File: src/rtl/cdc_sync_filt.sv
// Multi-bit level synchronizer. Each bit has its own flop chain, an optional
// stability filter and registered rise/fall pulses.
module cdc_sync_filt #(
    parameter int               WIDTH         = 32,
    parameter int               STAGES        = 2,
    parameter logic [WIDTH-1:0] RESET_VAL     = '0,
    parameter int               FILTER_CYCLES = 0
) (
    input  logic             clk_i,
    input  logic             rst_ni,
    input  logic [WIDTH-1:0] data_i,
    output logic [WIDTH-1:0] data_o,
    output logic [WIDTH-1:0] rise_o,
    output logic [WIDTH-1:0] fall_o,
    output logic             changed_o
);

    if (STAGES < 2 || STAGES > 8) begin : g_bad_stages
        $fatal(1, "cdc_sync_filt: STAGES must be within 2..8");
    end
    if (FILTER_CYCLES < 0 || FILTER_CYCLES > 255) begin : g_bad_filter
        $fatal(1, "cdc_sync_filt: FILTER_CYCLES must be within 0..255");
    end

    // Metastability chain: flop-to-flop only, kept together and never retimed.
    (* ASYNC_REG = "TRUE", DONT_RETIME = "TRUE", SHREG_EXTRACT = "NO" *)
    logic [WIDTH-1:0] sync_q [STAGES];
    logic [WIDTH-1:0] s;

    always_ff @(posedge clk_i or negedge rst_ni) begin
        if (!rst_ni) begin
            for (int i = 0; i < STAGES; i++) sync_q[i] <= RESET_VAL;
        end else begin
            sync_q[0] <= data_i;
            for (int i = 1; i < STAGES; i++) sync_q[i] <= sync_q[i-1];
        end
    end

    assign s = sync_q[STAGES-1];

    if (FILTER_CYCLES == 0) begin : g_nofilt
        // The last chain stage is the output; pulses look one stage ahead so
        // they line up with the cycle data_o changes.
        assign data_o = s;

        always_ff @(posedge clk_i or negedge rst_ni) begin
            if (!rst_ni) begin
                rise_o <= '0;
                fall_o <= '0;
            end else begin
                rise_o <=  sync_q[STAGES-2] & ~s;
                fall_o <= ~sync_q[STAGES-2] &  s;
            end
        end
    end else begin : g_filt
        localparam int            CW       = $clog2(FILTER_CYCLES + 1);
        localparam logic [CW-1:0] CNT_LAST = CW'(FILTER_CYCLES - 1);
        localparam logic [CW-1:0] CNT_MAX  = CW'(FILTER_CYCLES);

        logic [WIDTH-1:0] data_q;
        logic [WIDTH-1:0] mism;
        logic [WIDTH-1:0] hit;
        logic [CW-1:0]    cnt_q [WIDTH];

        assign mism = s ^ data_q;

        // hit: this edge completes N consecutive mismatching cycles.
        always_comb begin
            hit = '0;
            for (int i = 0; i < WIDTH; i++) begin
                hit[i] = mism[i] && (cnt_q[i] == CNT_LAST);
            end
        end

        always_ff @(posedge clk_i or negedge rst_ni) begin
            if (!rst_ni) begin
                data_q <= RESET_VAL;
                rise_o <= '0;
                fall_o <= '0;
                for (int i = 0; i < WIDTH; i++) cnt_q[i] <= '0;
            end else begin
                data_q <= data_q ^ hit;
                rise_o <= hit &  s;
                fall_o <= hit & ~s;
                for (int i = 0; i < WIDTH; i++) begin
                    if (!mism[i] || hit[i]) begin
                        cnt_q[i] <= '0;
                    end else if (cnt_q[i] != CNT_MAX) begin
                        cnt_q[i] <= cnt_q[i] + CW'(1);
                    end
                end
            end
        end

        assign data_o = data_q;
    end

    assign changed_o = |(rise_o | fall_o);

endmodule

File: config.mk
export PLATFORM = sky130hd
export DESIGN_NAME = cdc_sync_filt
export DESIGN_NICKNAME = d
export VERILOG_FILES = /design/src/rtl/cdc_sync_filt.sv
export SDC_FILE = /design/constraint.sdc
export NUM_CORES = 1
export LEC_CHECK = 0
export ABC_AREA = 1
export CAP_MARGIN = 15
export CORE_MARGIN = 1.5
export CORE_UTILIZATION = 49
export CTS_CLUSTER_SIZE = 25
export DETAILED_ROUTE_END_ITERATION = 10
export MAX_ROUTING_LAYER = met4
export PLACE_DENSITY = 0.84
export SYNTH_ARGS = -nofsm -noshare
export SYNTH_HDL_FRONTEND = slang
export SYNTH_SLANG_ARGS = --single-unit
File: constraint.sdc
create_clock -name clk_i -period 1.85 [get_ports clk_i]
set_input_delay 0.4625 -clock clk_i [delete_from_list [all_inputs] [get_ports clk_i]]
set_output_delay 0.4625 -clock clk_i [all_outputs]
set_load 0.05 [all_outputs]
Word-level counts from Yosys, hierarchy flattened
Cells that the tools add are included.
{"block": "word_totals", "elab_cells": 10, "latch_bits": 0, "ram_bits": 0, "mem_bits_ro": 0, "output_inout_bits": 97, "memories": 0, "in_bits": 34, "register_bits": 128}
{"block": "op_classes", "mul": 0, "eq_ne": 0, "magnitude_cmp": 0, "n_div": 0, "n_reduce_logical": 1, "n_shift": 0, "muxes": 0, "bitwise_logic": 5, "addsub": 0}
{"op": "$and A32 B32 Y32", "n": 2}
{"op": "$not A32 Y32", "n": 2}
{"op": "$or A32 B32 Y32", "n": 1}
{"op": "$reduce_or A32 Y1", "n": 1}

Logic depth before layout (Yosys ltp)
Gate-level depths: netlist (run 1).
{"block": "logic_depth", "word_depth": 2, "ltp_mapped": 6, "mapped_depth_nobuf": 6}

Worst setup path before layout (run 1)
Ideal clock, no wire load.
{"block": "synth_path", "path_kind": "register to output", "from": "reg fall_o[31]", "to": "out changed_o", "arrival_ps": 1276, "n_path_buf": 0, "stages_incl_launch_ff": 7, "required_time_ps": 1387, "setup_slack_ps": 111, "path_cell_list": "dfrtp_1 > nor2_1 > nand2_1 > nor2_1 > nand2_1 > nor2_1 > nand2_1"}
{"block": "synth_via", "elab_chain_len": 2}
{"element": "from (decl)", "line": "14", "rtl": "output logic [WIDTH-1:0] fall_o,"}
{"element": "from (signal assigned)", "line": "52", "rtl": "fall_o <= ~sync_q[STAGES-2] & s;"}
{"element": "$or A32 B32 Y32", "line": "98", "rtl": "assign changed_o = |(rise_o | fall_o);"}
{"element": "$reduce_or A32 Y1", "line": "98"}
{"element": "to (decl)", "line": "15", "rtl": "output logic changed_o"}
Every way passes these cells.

Worst setup path after layout (run 1)
{"block": "layout_path", "from": "reg fall_o[8]", "to": "out changed_o"}
The elaborated chain is that of the path after synthesis.

==> results of run 1 <==
-- cells by family (layout without fill, tap and decap cells) --
group | Yosys count | after routing | share of synthesized area
buffers and inverters | 96 | 229 | 0.115
AND/OR/NAND/NOR | 127 | 127 | 0.115
flip-flops | 128 | 128 | 0.770
-- worst max-delay path, stage by stage (launching register included) --
cell	delay, ps
dfrtp_1	370
nor2_1	100
nand2_1	70
nor2_2	120
nand2_1	80
nor2_2	120
nand2_1	70
buf_6	150
-- worst paths after layout --
check | start | to | slack (ps)
min in group asynchronous | rst_ni | sync_q[52] | 510
worst max-delay path | fall_o[8] | changed_o | -180
worst max register to register | sync_q[56] | rise_o[24] | 1210
worst min register to register | sync_q[52] | data_o[20] | 400
max in group asynchronous | rst_ni | sync_q[45] | 1020
worst min-delay path | sync_q[52] | data_o[20] | 400
-- per-stage QoR --
stage | hold slack, ps | cells | area, um^2 | util | setup slack (ps)
6_report | 397 | 589 | 5820 | 0.709 | -183
4_1_cts | 375 | 589 | 5820 | 0.708 | -270
3_5_place_dp | 381 | 556 | 5150 | 0.626 | 239
2_1_floorplan | 167 | 351 | 4160 | - | 111
3_3_place_gp | 378 | 556 | 5150 | 0.626 | 249
5_1_grt | 367 | 589 | 5820 | 0.709 | -316
-- cells in the mapped netlist (all sizes together) --
cell type | number | area (um^2)
buf | 32 | 240
dfrtp | 128 | 3200
nor2 | 106 | 398
nand2 | 21 | 78.8
inv | 64 | 240
-- layer usage --
metal,vias up,global-route usage
li1,1223,-
met1,1228,0.191
met2,89,0.323
met3,8,0.0766
met4,0,0.0746
met5,-,-
-- what timing repair did --
action	CTS	global route
hold endpoints to repair	128	0
setup endpoints to repair	1	1
hold buffers	1	0
gates resized for setup	3	2
pin swaps	1	2
-- power breakdown --
group / switching, mW / internal [mW] / total, mW
clock: 1.16 / 2.41 / 3.56
sequential: 0.0980 / 2.95 / 3.04
combinational: 0.562 / 0.251 / 0.814
total: 1.82 / 5.60 / 7.42
-- registers in the layout, indices dropped and copies added (netlist names) --
signal and count:
data_o 32, fall_o 32, rise_o 32, sync_q 32
-- area by class of cell --
cell class                      count  area share
Multi-Input combinational cell    127      0.0836
Clock buffer                       20      0.0765
Inverter                           64      0.0413
Sequential cell                   128       0.550
Clock inverter                     12      0.0355
Tap cell                          105      0.0226
Timing Repair Buffer              133       0.191
==> impl_metrics.py, run 1 <==
metrics = {
    "worst_setup_path": {
        "path_max_fanout": 2,
        "start_kind": "flip-flop",
        "arrival_ps": 1570,
        "crit_path_end_kind": "output port",
        "cp_data_required_time_ps": 1390,
        "path_class": "flip-flop to output port",
        "ff2ff_path_depth": 2,
    },
    "detailed_routing": {
        "postRouteAntennaNets": 0,
        "drt_iter0_drc": 132,
        "via_per_inst": 4.33,
        "wire_per_inst_um": 13.1,
        "drc": 0,
        "wl_met3_um": 537,
        "met2_length_um": 4240,
        "drtPass1Iterations": 5,
        "drt_wl_total_um": 7710,
        "vias": 2548,
        "m1WireLength_um": 2880,
        "route.top_layer_used": "met4",
    },
    "global_routing": {
        "track_usage": 0.188,
        "first_global_vias": 2625,
        "grt_start_max_net_pins": 70,
        "grt_first_pass_wirelength_um": 12000,
        "overflow": 0,
        "antenna_found_initial": 0,
    },
    "finish": {
        "area_growth_pct": 40.0,
        "layout-drive-gt1-share": 0.279,
        "seqCellArea_um2": 3200,
        "layout_common_cells": "128 x dfrtp_1, 102 x nor2_1, 97 x buf_4",
        "layout.nets": 505,
        "fillCellCount": 575,
        "antenna_cells_inserted": 0,
        "multi_input_area_um2": 487,
        "final_common_cell": "dfrtp_1",
    },
    "power_and_ir_drop": {
        "power.density_nw_per_um2": 1270,
        "irDropWorstVdd_mv": 0.849,
        "leakage_nw": 3.10,
        "p_total_mw": 7.42,
    },
    "yosys": {
        "syn_inst": 351,
        "synth_seq_cells": 128,
        "yosysWarnings": 0,
        "ys_seq_area_frac": 0.770,
        "synth_nets": 385,
        "syn_avg_cell_area_um2": 11.9,
        "synth.distinct_cells": 5,
        "synth_area_um2": 4160,
    },
    "clock_network": {
        "clkTransAtPathRegs_ps": 60,
        "clkSinkCount": 128,
        "clockBufferDepth": 2,
        "cts_htree_levels": 4,
        "insertion_delay_ps": 490,
        "cts_tree": "yes",
        "postCtsSetupBuffers": 0,
        "root_buffer": "clkbuf_8",
        "numCtsBuffers": 17,
    },
    "sta": {
        "maxSlewHeadroom": 0.763,
        "hold_violations": 0,
        "rsz0062_at_grt": "true",
        "setup_ws_ps": -183,
        "worstMarginPinSlew_ps": 356,
        "skew_ps": 7.48,
        "finalSetupViolCount": 1,
        "fin_crit_sh": 1.10,
        "fin_crit_ps": 2030,
        "fin_setup_tns_ps": -183,
        "fmax_mhz": 492,
        "final_max_slew_viol_count": 0,
    },
    "run_status": {
        "violations": "setup timing",
        "status": "finished, violations left",
    },
    "floorplanning": {
        "core_um2": 8220,
        "start_util": 0.506,
        "pin_count": 131,
        "dieArea_um2": 9050,
        "rows": 33,
        "die_y_um": 95.1,
        "chipWidth_um": 95.1,
    },
    "hold_path": {
        "min_path_cells": 0,
        "hold_path.class": "flip-flop to flip-flop",
    },
    "run": {
        "maxCapViolCount": 0,
    },
    "place": {
        "dpl.hpwl_um": 5390,
        "io_buffers": 130,
        "routabilityCongestion": 0.716,
    },
}
No activity file was read; power rests on OpenSTA's default activity.
==> run 2: changes to the inputs <==
--- a/config.mk
+++ b/config.mk
@@ -8,11 +8,12 @@
 export ABC_AREA = 1
 export CAP_MARGIN = 15
 export CORE_MARGIN = 1.5
-export CORE_UTILIZATION = 49
+export CORE_UTILIZATION = 46
 export CTS_CLUSTER_SIZE = 25
 export DETAILED_ROUTE_END_ITERATION = 10
 export MAX_ROUTING_LAYER = met4
-export PLACE_DENSITY = 0.84
+export PLACE_DENSITY = 0.79
 export SYNTH_ARGS = -nofsm -noshare
 export SYNTH_HDL_FRONTEND = slang
 export SYNTH_SLANG_ARGS = --single-unit
+export TNS_END_PERCENT = 50
==> constraint.sdc (replaced) <==
create_clock -name clk_i -period 2.2 [get_ports clk_i]
set_input_delay 0.55 -clock clk_i [delete_from_list [all_inputs] [get_ports clk_i]]
set_output_delay 0.55 -clock clk_i [all_outputs]
set_load 0.05 [all_outputs]
==> run 2 against run 1 <==
  * The flow now finishes without violations
  * Clock power fell by 9.0%
  * First-iteration DRC count fell by 53%
  * Routed wire length rose by 2.3%
==> impl_metrics.py, run 2 (synthesis gave the netlist of run 1 again) <==
metrics = {
    "run_status": {
        "status": "completed",
    },
    "worst_setup_path": {
        "cp_cell_sequence": "nor2_1 -> nand2_1 -> nor2_1 -> nand2_1 -> nor2_2 -> nand2_1 -> buf_6",
        "rrSetupSlack_ps": 1550,
        "path_class": "flip-flop to output port",
        "crit_path_end_kind": "output port",
        "path_max_fanout": 2,
        "path_common_cell": "nand2_1",
        "slowest_stage": "dfrtp_1",
        "reg2reg_from": "sync_q[50]",
        "arrival_ps": 1650,
        "cp_data_required_time_ps": 1650,
        "critical-path-max-stage-delay_ps": 370,
        "start_kind": "flip-flop",
        "cp-startpoint": "rise_o[14]",
    },
    "clock_network": {
        "clkTransAtPathRegs_ps": 60,
        "numCtsBuffers": 17,
        "postCtsSetupBuffers": 0,
        "root_buffer": "clkbuf_8",
        "cts_htree_levels": 4,
        "insertion_delay_ps": 500,
        "clockBufferDepth": 2,
        "clkSinkCount": 128,
        "cts_tree": "yes",
    },
    "finish": {
        "layout.nets": 505,
        "fillCellCount": 678,
        "final_common_cell": "dfrtp_1",
        "area_growth_pct": 43.8,
        "antenna_cells_inserted": 0,
        "layout_common_cells": "128 x dfrtp_1, 105 x nor2_1, 95 x dlygate4sd2_1",
        "layout-drive-gt1-share": 0.0785,
        "fin_area_um2": 5980,
    },
    "floorplanning": {
        "start_util": 0.475,
        "dieArea_um2": 9620,
        "chipWidth_um": 98.1,
        "pin_count": 131,
        "die_y_um": 98.1,
        "rows": 34,
        "core_um2": 8760,
    },
    "detailed_routing": {
        "drc": 0,
        "vias": 2527,
        "via_per_inst": 4.27,
        "drt_iter0_drc": 62,
        "drtPass1Iterations": 4,
        "postRouteAntennaNets": 0,
        "drt_wl_total_um": 7890,
        "wire_per_inst_um": 13.3,
    },
    "sta": {
        "final_max_slew_viol_count": 0,
        "fin_setup_tns_ps": 0,
        "hold_violations": 0,
        "hold_ws_ps": 25.8,
        "rsz0062_at_grt": "true",
        "fin_crit_sh": 0.999,
        "finalSetupViolCount": 0,
        "setup_ws_ps": 1.23,
        "fmax_mhz": 455,
        "maxSlewHeadroom": 0.643,
        "fin_crit_ps": 2200,
        "worstMarginPinSlew_ps": 538,
        "skew_ps": 8.11,
    },
    "place": {
        "dpl.hpwl_um": 5410,
        "routabilityCongestion": 0.786,
        "io_buffers": 130,
        "dpl-instance-area_um2": 5400,
        "post-place-ws_ps": 463,
    },
    "hold_path": {
        "hold_path.class": "input pin to async pin",
    },
    "power_and_ir_drop": {
        "p_total_mw": 6.45,
        "irDropWorstVdd_mv": 0.680,
        "power.density_nw_per_um2": 1080,
        "leakage_nw": 3.24,
    },
    "global_routing": {
        "track_usage": 0.183,
        "first_global_vias": 2752,
        "overflow": 0,
        "antenna_found_initial": 0,
        "grt_first_pass_wirelength_um": 13000,
        "grt_start_max_net_pins": 43,
    },
    "run": {
        "maxCapViolCount": 0,
    },
}
run 2: changes by cell type in the layout (fill, tap and decap cells not counted), moves of 2 or more:
| cell | change |
|---|---|
| nor2_1 | +3 |
| nor2_2 | -3 |
| clkinv_4 | -2 |
| dlygate4sd2_1 | +95 |
| buf_4 | -94 |
| bufinv_16 | +2 |
run 2: critical path, delay by kind of cell (launching register included):
kind | cells | cell delay [ps]
AND/OR/NAND/NOR | 6 | 630
buffers and inverters | 1 | 150
flip-flops | 1 | 370
run 2: area by class of cell:
| cell class | instances | area, um^2 | area share |
|---|---|---|---|
| clock buffer | 20 | 445 | 0.0745 |
| clock inverter | 12 | 253 | 0.0423 |
| inverter | 64 | 240 | 0.0402 |
| multi-input combinational | 127 | 479 | 0.0801 |
| sequential | 128 | 3200 | 0.535 |
| tap | 108 | 135 | 0.0226 |
| timing repair buffer | 133 | 1230 | 0.205 |
run 2: repair_timing:
action / 4_1_cts / 5_1_grt
gates resized for setup: 97 / 0
hold buffers: 0 / 0
pin swaps: 3 / 2
setup endpoints to repair: 96 / 1
run 2: path summary, 6_finish.rpt:
check | to | depth (start not counted)
setup / recovery | changed_o | 7
hold reg to reg | data_o[19] | 0
max in group asynchronous | data_o[7] | 2
min in group clk_i | data_o[19] | 0
hold / removal | data_o[14] | 1
setup reg to reg | fall_o[18] | 1
run 2: report_power, final:
part	internal [mW]	leakage [nW]	switching, mW
logic	0.180	1.34	0.474
registers	2.48	1.57	0.0758
clock network	2.26	0.336	0.989
run 2: per-layer routing:
| metal | wire, um | track usage | part of all wire |
|---|---|---|---|
| met1 | 3220 | 0.207 | 0.41 |
| met2 | 4050 | 0.301 | 0.51 |
| met3 | 451 | 0.0573 | 0.057 |
| met4 | 166 | 0.0780 | 0.021 |
| met5 | 0 | - | 0 |
run 2: through the flow:
stage,instances,util
final,592,0.683
after global routing,592,0.683
after CTS,592,0.683
after detailed placement,560,0.616
after global placement,560,0.616
after floorplan,351,-
==> run 3: changes to the inputs <==
--- a/config.mk
+++ b/config.mk
@@ -6,10 +6,10 @@
 export NUM_CORES = 1
 export LEC_CHECK = 0
 export ABC_AREA = 1
+export ABC_CLOCK_PERIOD_IN_PS = 2200
 export CAP_MARGIN = 15
 export CORE_MARGIN = 1.5
 export CORE_UTILIZATION = 46
-export CTS_CLUSTER_SIZE = 25
 export DETAILED_ROUTE_END_ITERATION = 10
 export MAX_ROUTING_LAYER = met4
 export PLACE_DENSITY = 0.79
==> results of run 3 <==
Same layout as run 2: the final DEF is identical, and so are final timing and power.
